--- src/rtl/rr_bus_mux_pkg.sv ---
// rtl/rr_bus_mux_pkg.sv - shared constants and rotate-priority search for rr_bus_mux
// Contents:
//   RR_DEFAULT_N / RR_DEFAULT_W : default channel count and data width
//   RR_MAX_N                    : widest request mask rr_pick can search
//   rr_pick(req, ptr, n)        : first set bit of req in the order ptr..n-1, 0..ptr-1
package rr_bus_mux_pkg;

   localparam int RR_DEFAULT_N = 4;
   localparam int RR_DEFAULT_W = 8;
   localparam int RR_MAX_N     = 32;

   // Walks offsets from the far end back towards ptr so the lowest offset
   // with a request is the last one written and therefore wins. Returns ptr
   // when nothing is requested; callers gate the grant with |req.
   function automatic int rr_pick(input logic [RR_MAX_N-1:0] req,
                                  input int ptr,
                                  input int n);
      int idx;
      int pick;
      pick = ptr;
      for (int k = RR_MAX_N - 1; k >= 0; k--) begin
         if (k < n) begin
            idx = ptr + k;
            if (idx >= n) begin
               idx = idx - n;
            end
            if (req[idx]) begin
               pick = idx;
            end
         end
      end
      return pick;
   endfunction

endpackage

--- src/rtl/rr_bus_mux_arbiter.sv ---
// rtl/rr_bus_mux_arbiter.sv - round-robin arbiter holding the priority pointer
// Ports:
//   clk, rst        : clock, asynchronous active-high reset
//   req[N]          : per-channel request
//   advance         : a word was accepted this cycle; move the pointer past the winner
//   grant[N]        : one-hot winner, zero when req is zero
//   grant_idx_next  : binary index of the winner
module rr_arbiter
   import rr_bus_mux_pkg::*;
#(
   parameter int  N  = RR_DEFAULT_N,
   localparam int IW = $clog2(N)
) (
   input  logic          clk,
   input  logic          rst,
   input  logic [N-1:0]  req,
   input  logic          advance,
   output logic [N-1:0]  grant,
   output logic [IW-1:0] grant_idx_next
);

   logic [IW-1:0]       ptr_q;
   logic [IW-1:0]       ptr_d;
   logic [RR_MAX_N-1:0] req_ext;
   int                  win;

   always_comb begin
      req_ext        = '0;
      req_ext[N-1:0] = req;
      win            = rr_pick(req_ext, int'(ptr_q), N);
      grant_idx_next = IW'(win);
      grant          = '0;
      for (int i = 0; i < N; i++) begin
         grant[i] = (|req) && (win == i);
      end
   end

   // Explicit compare against N-1 so a non-power-of-two N wraps to 0
   // instead of walking into unused index values.
   always_comb begin
      ptr_d = ptr_q;
      if (advance && (|req)) begin
         ptr_d = (grant_idx_next == IW'(N - 1)) ? '0 : grant_idx_next + IW'(1);
      end
   end

   always_ff @(posedge clk or posedge rst) begin
      if (rst) begin
         ptr_q <= '0;
      end else begin
         ptr_q <= ptr_d;
      end
   end

endmodule

--- src/rtl/rr_bus_mux.sv ---
// rtl/rr_bus_mux.sv - N-channel round-robin bus mux with one registered output slot
// Build option: TRISTATE_BUS_EN selects the winner through bufif1 drivers onto a
// shared wire and floats dout while out_valid is low; otherwise an AND-OR mux.
// Ports:
//   clk, rst    : clock, asynchronous active-high reset
//   req[N]      : per-channel request; din[i*W +: W] is valid when req[i]
//   din[N*W]    : channel data
//   ack[N]      : combinational accept, at most one bit set, zero during reset
//   out_valid   : dout holds an unconsumed word
//   out_ready   : consumer takes the word this cycle
//   dout[W]     : registered output word
//   grant_idx   : channel that produced dout
module rr_bus_mux
   import rr_bus_mux_pkg::*;
#(
   parameter int  N  = RR_DEFAULT_N,
   parameter int  W  = RR_DEFAULT_W,
   localparam int IW = $clog2(N)
) (
   input  logic           clk,
   input  logic           rst,
   input  logic [N-1:0]   req,
   input  logic [N*W-1:0] din,
   output logic [N-1:0]   ack,
   output logic           out_valid,
   input  logic           out_ready,
   output logic [W-1:0]   dout,
   output logic [IW-1:0]  grant_idx
);

   logic [N-1:0]  grant;
   logic [IW-1:0] grant_idx_next;
   logic          accept;
   logic [W-1:0]  sel_data;

   logic          out_valid_q;
   logic          out_valid_d;
   logic [W-1:0]  dout_q;
   logic [W-1:0]  dout_d;
   logic [IW-1:0] grant_idx_q;
   logic [IW-1:0] grant_idx_d;

   // The slot can take a word when it is empty or being drained this cycle.
   assign accept = (|req) && (!out_valid_q || out_ready);
   assign ack    = rst ? '0 : (grant & {N{accept}});

   rr_arbiter #(.N(N)) u_arbiter (
      .clk            (clk),
      .rst            (rst),
      .req            (req),
      .advance        (accept),
      .grant          (grant),
      .grant_idx_next (grant_idx_next)
   );

`ifdef TRISTATE_BUS_EN
   // Shared bus floats when grant is zero; it is only sampled on accept,
   // which implies exactly one driver is enabled.
   wire [W-1:0] bus_w;
   for (genvar i = 0; i < N; i++) begin : g_drv
      for (genvar j = 0; j < W; j++) begin : g_bit
         bufif1 u_buf (bus_w[j], din[i*W + j], grant[i]);
      end
   end
   assign sel_data = bus_w;
   assign dout     = out_valid_q ? dout_q : {W{1'bz}};
`else
   always_comb begin
      sel_data = '0;
      for (int i = 0; i < N; i++) begin
         sel_data = sel_data | (din[i*W +: W] & {W{grant[i]}});
      end
   end
   assign dout = dout_q;
`endif

   assign out_valid = out_valid_q;
   assign grant_idx = grant_idx_q;

   always_comb begin
      out_valid_d = out_valid_q;
      dout_d      = dout_q;
      grant_idx_d = grant_idx_q;
      if (accept) begin
         out_valid_d = 1'b1;
         dout_d      = sel_data;
         grant_idx_d = grant_idx_next;
      end else if (out_ready) begin
         out_valid_d = 1'b0;
      end
   end

   always_ff @(posedge clk or posedge rst) begin
      if (rst) begin
         out_valid_q <= 1'b0;
         dout_q      <= '0;
         grant_idx_q <= '0;
      end else begin
         out_valid_q <= out_valid_d;
         dout_q      <= dout_d;
         grant_idx_q <= grant_idx_d;
      end
   end

endmodule

--- config.mk ---
export PLATFORM = sky130hd
export DESIGN_NAME = rr_bus_mux
export DESIGN_NICKNAME = d
export VERILOG_FILES = /design/src/rtl/rr_bus_mux_pkg.sv /design/src/rtl/rr_bus_mux_arbiter.sv /design/src/rtl/rr_bus_mux.sv
export SDC_FILE = /design/constraint.sdc
export NUM_CORES = 1
export LEC_CHECK = 0
export CAP_MARGIN = 15
export CORE_MARGIN = 2
export CORE_UTILIZATION = 43
export DETAILED_ROUTE_END_ITERATION = 10
export PLACE_DENSITY = 0.95
export SLEW_MARGIN = 20
export SYNTH_ARGS = -nofsm -noshare
export SYNTH_HDL_FRONTEND = slang
export SYNTH_SLANG_ARGS = --single-unit
--- constraint.sdc ---
create_clock -name clk -period 5.22 [get_ports clk]
set_input_delay 0.522 -clock clk [delete_from_list [all_inputs] [get_ports clk]]
set_output_delay 0.522 -clock clk [all_outputs]
set_load 0.02 [all_outputs]
Word-level counts from Yosys, hierarchy flattened
Cells that the tools add are included.
{"block": "op_classes", "n_eq_ne": 4, "n_mux": 24, "reduce_logical": 11, "order_cmp": 8, "n_bitwise": 8, "add_sub_neg": 8}
{"operator": "$mux 32", "count": 8}
{"operator": "$lt 32x7->1 const B", "count": 4}
{"operator": "$ge 32x4->1 const B", "count": 3}
{"operator": "$sub 32x4->32 const B", "count": 3}
{"operator": "$eq 32x3->1 const B", "count": 2}
{"operator": "$and 8x8->8", "count": 4}
{"operator": "$eq 32x2->1 const B", "count": 1}
{"operator": "$logic_not 32->1", "count": 1}
{"operator": "$or 8x8->8", "count": 3}
{"operator": "$bmux 1 s5", "count": 4}
{"operator": "$mux 1", "count": 10}
{"operator": "$add 2x2->3 const B", "count": 2}
{"operator": "$logic_and 1x1->1", "count": 6}
{"operator": "$and 4x4->4", "count": 1}
{"operator": "$mux 4", "count": 1}
{"operator": "$reduce_or 4->1", "count": 1}
{"operator": "$sub 2x3->4 const B", "count": 1}
{"operator": "$add 2x1->3 const B", "count": 1}
{"operator": "$ge 2x3->1 const B", "count": 1}
{"operator": "$add 2x1->2 const B", "count": 1}
{"operator": "$eq 2x2->1 const B", "count": 1}
{"operator": "$mux 2", "count": 1}
{"operator": "$reduce_bool 2->1", "count": 1}
{"operator": "$logic_not 1->1", "count": 1}
{"operator": "$logic_or 1x1->1", "count": 1}
{"block": "totals", "output_inout_bits": 15, "register_bits": 13, "word_cells": 67, "input_bits": 39}

Logic depth before layout (Yosys ltp)
{"block": "logic_depth", "ltp_word": 16, "mapped_depth": 13, "depth_no_buf": 11}

Cells and area by module
From an unflattened synthesis, not the netlist that was laid out.
{"block": "hier_totals", "hier_cells": 112, "hier_area_um2": 1152.4}
{"mod": "rr_bus_mux", "cells_each": 60, "instances": 1, "seq_area_each_um2": 275.3, "area_per_inst_um2": 654.4}
{"mod": "rr_arbiter", "cells_each": 52, "instances": 1, "seq_area_each_um2": 50.0, "area_per_inst_um2": 498.0}

Worst setup path before layout
Ideal clock, no wire load.
{"block": "synth_path", "kind": "reg-to-output", "start": "register u_arbiter.ptr_q[0]", "end": "output port ack[3]", "stages_incl_launch_ff": 11, "t_arrival_ps": 2629, "required_time_ps": 4698, "path_slack_ps": 2069, "n_path_buf": 2, "cell_sequence": "dfrtp_1 buf_6 inv_1 ha_1 a21bo_2 a2bb2oi_1 o221a_1 a2111o_1 ha_1 buf_1 and3_1"}
{"block": "synth_between", "elab_chain_cells": 14, "elab_cells_between_ends": 35, "cone_classes": "add/sub (7); order compare (4); eq/ne (1); mux (21); bitwise (1); reduce/logical (1)"}
{"item": "start, declared", "line": "rr_bus_mux_arbiter.sv:22", "source": "logic [IW-1:0] ptr_q;"}
{"item": "start signal, assigned", "line": "rr_bus_mux_arbiter.sv:51", "source": "ptr_q <= ptr_d;"}
{"item": "$add 2x2->3", "line": "rr_bus_mux_pkg.sv:23", "source": "idx = ptr + k;"}
{"item": "$sub 32x4->32 / $ge 32x4->1 (equally long branches)", "line": "rr_bus_mux_pkg.sv:25, rr_bus_mux_pkg.sv:24"}
{"item": "$mux 32", "line": "rr_bus_mux_pkg.sv:24", "source": "if (idx >= n) begin"}
{"item": "$bmux 1 s5", "line": "rr_bus_mux_pkg.sv:27", "source": "if (req[idx]) begin"}
{"item": "$mux 1 (implied by the code) (2 in a row)", "line": "rr_bus_mux_pkg.sv:27"}
{"item": "$mux 32 (3 in a row)", "line": "rr_bus_mux_pkg.sv:27"}
{"item": "$mux 32 (*)", "line": "rr_bus_mux_pkg.sv:27"}
{"item": "named net grant_idx_next[0]", "line": "rr_bus_mux.sv:32", "source": "logic [IW-1:0] grant_idx_next;"}
{"item": "$eq 32x3->1 (*)", "line": "rr_bus_mux_arbiter.sv:34", "source": "grant[i] = (|req) && (win == i);"}
{"item": "$logic_and 1x1->1 (*)", "line": "rr_bus_mux_arbiter.sv:34"}
{"item": "$and 4x4->4 (*)", "line": "rr_bus_mux.sv:45", "source": "assign ack = rst ? '0 : (grant & {N{accept}});"}
{"item": "$mux 4 (*)", "line": "rr_bus_mux.sv:45"}
{"item": "end, declared", "line": "rr_bus_mux.sv:24", "source": "output logic [N-1:0] ack,"}
Mark *: on every way through the listed nets, which the timed path passes. The rest lies on a longest branch. The select of a mux whose other input is x is not followed.

Worst setup path after layout
Same ends and word-level chain as after synthesis.

==> results by stage <==
Route:
- For this run, design rule violations remaining after detail routing come to 0.
- The average wire length per cell after detail routing is between 15 and 20 um.
- The final layout contains routed wiring with a total length of 3400 um.
- The via count of the routed design is 1149.
- The first TritonRoute pass finished after 4 iterations.
- The number of design-rule violations left by the first detailed-router iteration is 47.
- The via-per-instance ratio is 5.95.
- The remaining antenna violation count is 0.

Global route:
- The initial antenna violation count is 0.
- The first global-routing pass estimated 5030 um of wire.
- Entering global routing, the biggest net connects 27 pins.
- Global routing consumed, over all layers together, 25.1% of the routing resources.
- The number of global-route vias before repair is 1101.
- Global routing finished with a remaining overflow of 0.

Logic synthesis:
- Summing the sequential cell areas from Yosys gives 30.9% of the chip area.
- The cell count after synthesis is 114.
- The number of warnings issued by yosys is 0.
- The proportion of register bits with asynchronous set or reset after synthesis is 100%.
- The summed instance area of the synthesized netlist is between 1000 and 1500 um^2.
- Counting flops with a built-in enable in the synthesized netlist gives 0.
- The netlist uses 33 different library cells.
- The post-synthesis register bit count is 13.
- The mean area per synthesized cell is 9.24 um^2.
- The total nets after synthesis is 162.
- In the synthesized netlist the dominant register cell turns out to be sky130_fd_sc_hd__dfrtp_1.

Clocking:
- The clock slew at the register clock pins of the worst setup and hold paths is 0.09 ns.
- Buffers inserted during clock tree synthesis total 3.
- The tree built by TritonCTS fans out to 13 sinks.
- The number of gates resized after CTS was 0.
- The longest clock path from root to sink contains 2 buffers.
- The root buffer selected by CTS is sky130_fd_sc_hd__clkbuf_4.
- CTS built an H-tree with a depth of 1.
- For this design, the CTS-stage hold fixing added 0 buffers.
- The worst-skew pair later-pin latency is 0.29 ns.
- The TritonCTS clock tree is yes.
- The number of setup buffers added after CTS is 0.

Cells and area:
- The most common library cell in the layout ignoring fill and taps is sky130_fd_sc_hd__clkdlybuf4s50_1.
- The share of final-layout standard cells stronger than drive strength 1 is 9.09%.
- The area overhead of the layout relative to synthesis is 52.8%.
- The antenna diode count is 0.
- The net total in the final layout is 214.
- The summed area of non-filler cells in the final layout is ~1600 um^2.
- In the layout the commonest cells are sky130_fd_sc_hd__clkdlybuf4s50_1, sky130_fd_sc_hd__a22oi_1, sky130_fd_sc_hd__dfrtp_1, sky130_fd_sc_hd__nor2_1.
- At the end of the flow the core is filled with cells to 71.4%.
- The filler-free cell count of the finished design is 193.

Timing:
- Setup repair after global routing left no endpoint under its margin.
- Setup violations remaining at the end of the flow were counted as 0.
- The worst hold slack is 0.533 ns.
- The max-slew headroom at the worst pin is 36.6%.
- Derived from the worst setup path, the maximum achievable clock frequency is 236 MHz.
- The hold violation total from the final report is 0.
- Adding up every negative setup slack in the final design gives 0 ns.
- The share of the clock period used by the worst path is 81.2%.
- The worst path meets setup with 0.983 ns of slack.
- The clock period could shrink to 4.24 ns.
- The largest clock skew in the final design is 0.00187 ns.
- The max-slew violation total from the final report came to 0.
- The slew at the pin closest to its max-slew limit is 0.942 ns.

Die:
- The die covers 2860 um^2.
- In this run the core area contains 17 standard-cell rows.
- The height of the chip is around 53 um.
- In this run the count of I/O pins placed on the die edge is 54.
- The width of the die is between 50 and 60 um.
- The starting utilization of the core area is a little under half.
- The floorplan step defined a core boundary enclosing 2250 um^2.

Critical path:
- Along the worst path, the maximum fanout reaches 15.
- The worst setup path is of the reg2out kind.
- The kind of start point of the critical path is a register.
- At the worst endpoint, the required time is roughly 4.7 ns.
- The critical path capture point type is an output port.
- The data arrival time of the worst path is 3.71 ns.

Worst hold path:
- The path class of the tightest hold or removal check is reg2reg.

Power and ir drop:
- The power density of the placed cells is 652 nW/um^2.
- The analysis attributes to cell leakage a power of 0.673 nW.
- Overall power consumption after layout is estimated at approximately 1.0 mW.
- Across the VDD grid, the largest voltage drop is 0.461 mV.

Placed design:
- Summing all placed instances gives a cell area of 1580 um^2.
- The placed cell count is 189.
- The final weighted congestion in routability-driven placement is slightly above 0.8.
- The number of input and output port buffers inserted is 53.
- Before CTS, the worst setup slack after placement is ~1.3 ns.
- The half-perimeter wire length after placement is roughly 2600 um.

Outcome:
- The run finished with clean final reports.

Job:
- Max-cap violations in this run came to 0.
-- Yosys cell counts, types with 2 or more instances --
| cell type | n | area [um^2] |
|---|---|---|
| sky130_fd_sc_hd__nor2b_1 | 3 | 18.8 |
| sky130_fd_sc_hd__dfrtp_1 | 13 | 325 |
| sky130_fd_sc_hd__nor4_1 | 3 | 18.8 |
| sky130_fd_sc_hd__a31oi_1 | 9 | 56.3 |
| sky130_fd_sc_hd__a21oi_1 | 2 | 10.0 |
| sky130_fd_sc_hd__inv_1 | 7 | 26.3 |
| sky130_fd_sc_hd__ha_1 | 9 | 113 |
| sky130_fd_sc_hd__nor2_1 | 12 | 45.0 |
| sky130_fd_sc_hd__mux2i_1 | 3 | 30.0 |
| sky130_fd_sc_hd__buf_1 | 3 | 11.3 |
| sky130_fd_sc_hd__buf_6 | 2 | 22.5 |
| sky130_fd_sc_hd__a22oi_1 | 17 | 128 |
| sky130_fd_sc_hd__o21ai_0 | 4 | 20.0 |
| sky130_fd_sc_hd__a21oi_2 | 2 | 17.5 |
| sky130_fd_sc_hd__mux2_2 | 4 | 45.0 |
| sky130_fd_sc_hd__and3_1 | 4 | 25.0 |
-- routing by layer --
layer / global-route usage [%] / part of all wire, % / wire length, um
met4: 13.2 / 3.9 / 131
met3: 3.39 / 5.1 / 174
met2: 44.9 / 53 / 1790
met5: 0 / 0 / 0
met1: 28.3 / 38 / 1300
-- layout make-up --
class,instances,area [um^2]
clock buffer,4,26.3
fill,176,644
inverter,8,30.0
multi-input combinational,86,656
sequential,13,325
tap,28,35.0
timing repair buffer,54,538
-- path summary, 6_finish.rpt --
| path | start | endpoint | slack, ns | cells after the start |
|---|---|---|---|---|
| worst min-delay path | grant_idx[1]$_DFFE_PP0P_ | grant_idx[1]$_DFFE_PP0P_ | 0.53 | 1 |
| worst max-delay path | u_arbiter.ptr_q[0]$_DFFE_PP0P_ | ack[3] | 0.98 | 9 |
| worst min register to register | grant_idx[1]$_DFFE_PP0P_ | grant_idx[1]$_DFFE_PP0P_ | 0.53 | 1 |
| worst max register to register | u_arbiter.ptr_q[0]$_DFFE_PP0P_ | dout[6]$_DFFE_PP0P_ | 1.54 | 11 |
| min in group asynchronous | rst | dout[4]$_DFFE_PP0P_ | 0.60 | 2 |
| max in group asynchronous | rst | u_arbiter.ptr_q[0]$_DFFE_PP0P_ | 4.23 | 2 |
-- critical path, cell delays in order, from the launching register on --
cell and delay, ns:
sky130_fd_sc_hd__dfrtp_1 0.71, sky130_fd_sc_hd__inv_1 0.14, sky130_fd_sc_hd__ha_1 0.39, sky130_fd_sc_hd__a21bo_2 0.25
sky130_fd_sc_hd__a2bb2oi_1 0.16, sky130_fd_sc_hd__o221a_1 0.29, sky130_fd_sc_hd__a2111o_1 0.44, sky130_fd_sc_hd__ha_1 0.34
sky130_fd_sc_hd__and3_1 0.19, sky130_fd_sc_hd__clkdlybuf4s50_1 0.53
-- cells by family (layout without fill, tap and decap cells) --
kind of cell / after synthesis / after routing / share of synthesized area (%)
DFF: 13 / 13 / 30.9
xor gates and xnor gates: 1 / 1 / 0.832
AOI/OAI and AO/OA: 43 / 43 / 30.6
muxes: 8 / 8 / 8.43
buffers and inverters: 15 / 66 / 6.89
and+or+nand+nor: 25 / 25 / 11.6
adders and majority gates: 9 / 9 / 10.7
-- registers in the layout, indices dropped and copies added (netlist names) --
signal / flops
out_valid: 1
u_arbiter.ptr_q: 2
grant_idx: 2
dout: 8
-- power breakdown --
part / switching [mW] / internal [mW] / total [mW]
combinational: 0.428 / 0.355 / 0.783
sequential: 0.0480 / 0.151 / 0.199
clock: 0.0379 / 0.0297 / 0.0676
total: 0.514 / 0.536 / 1.05
Power figures use the tool's default switching activity.
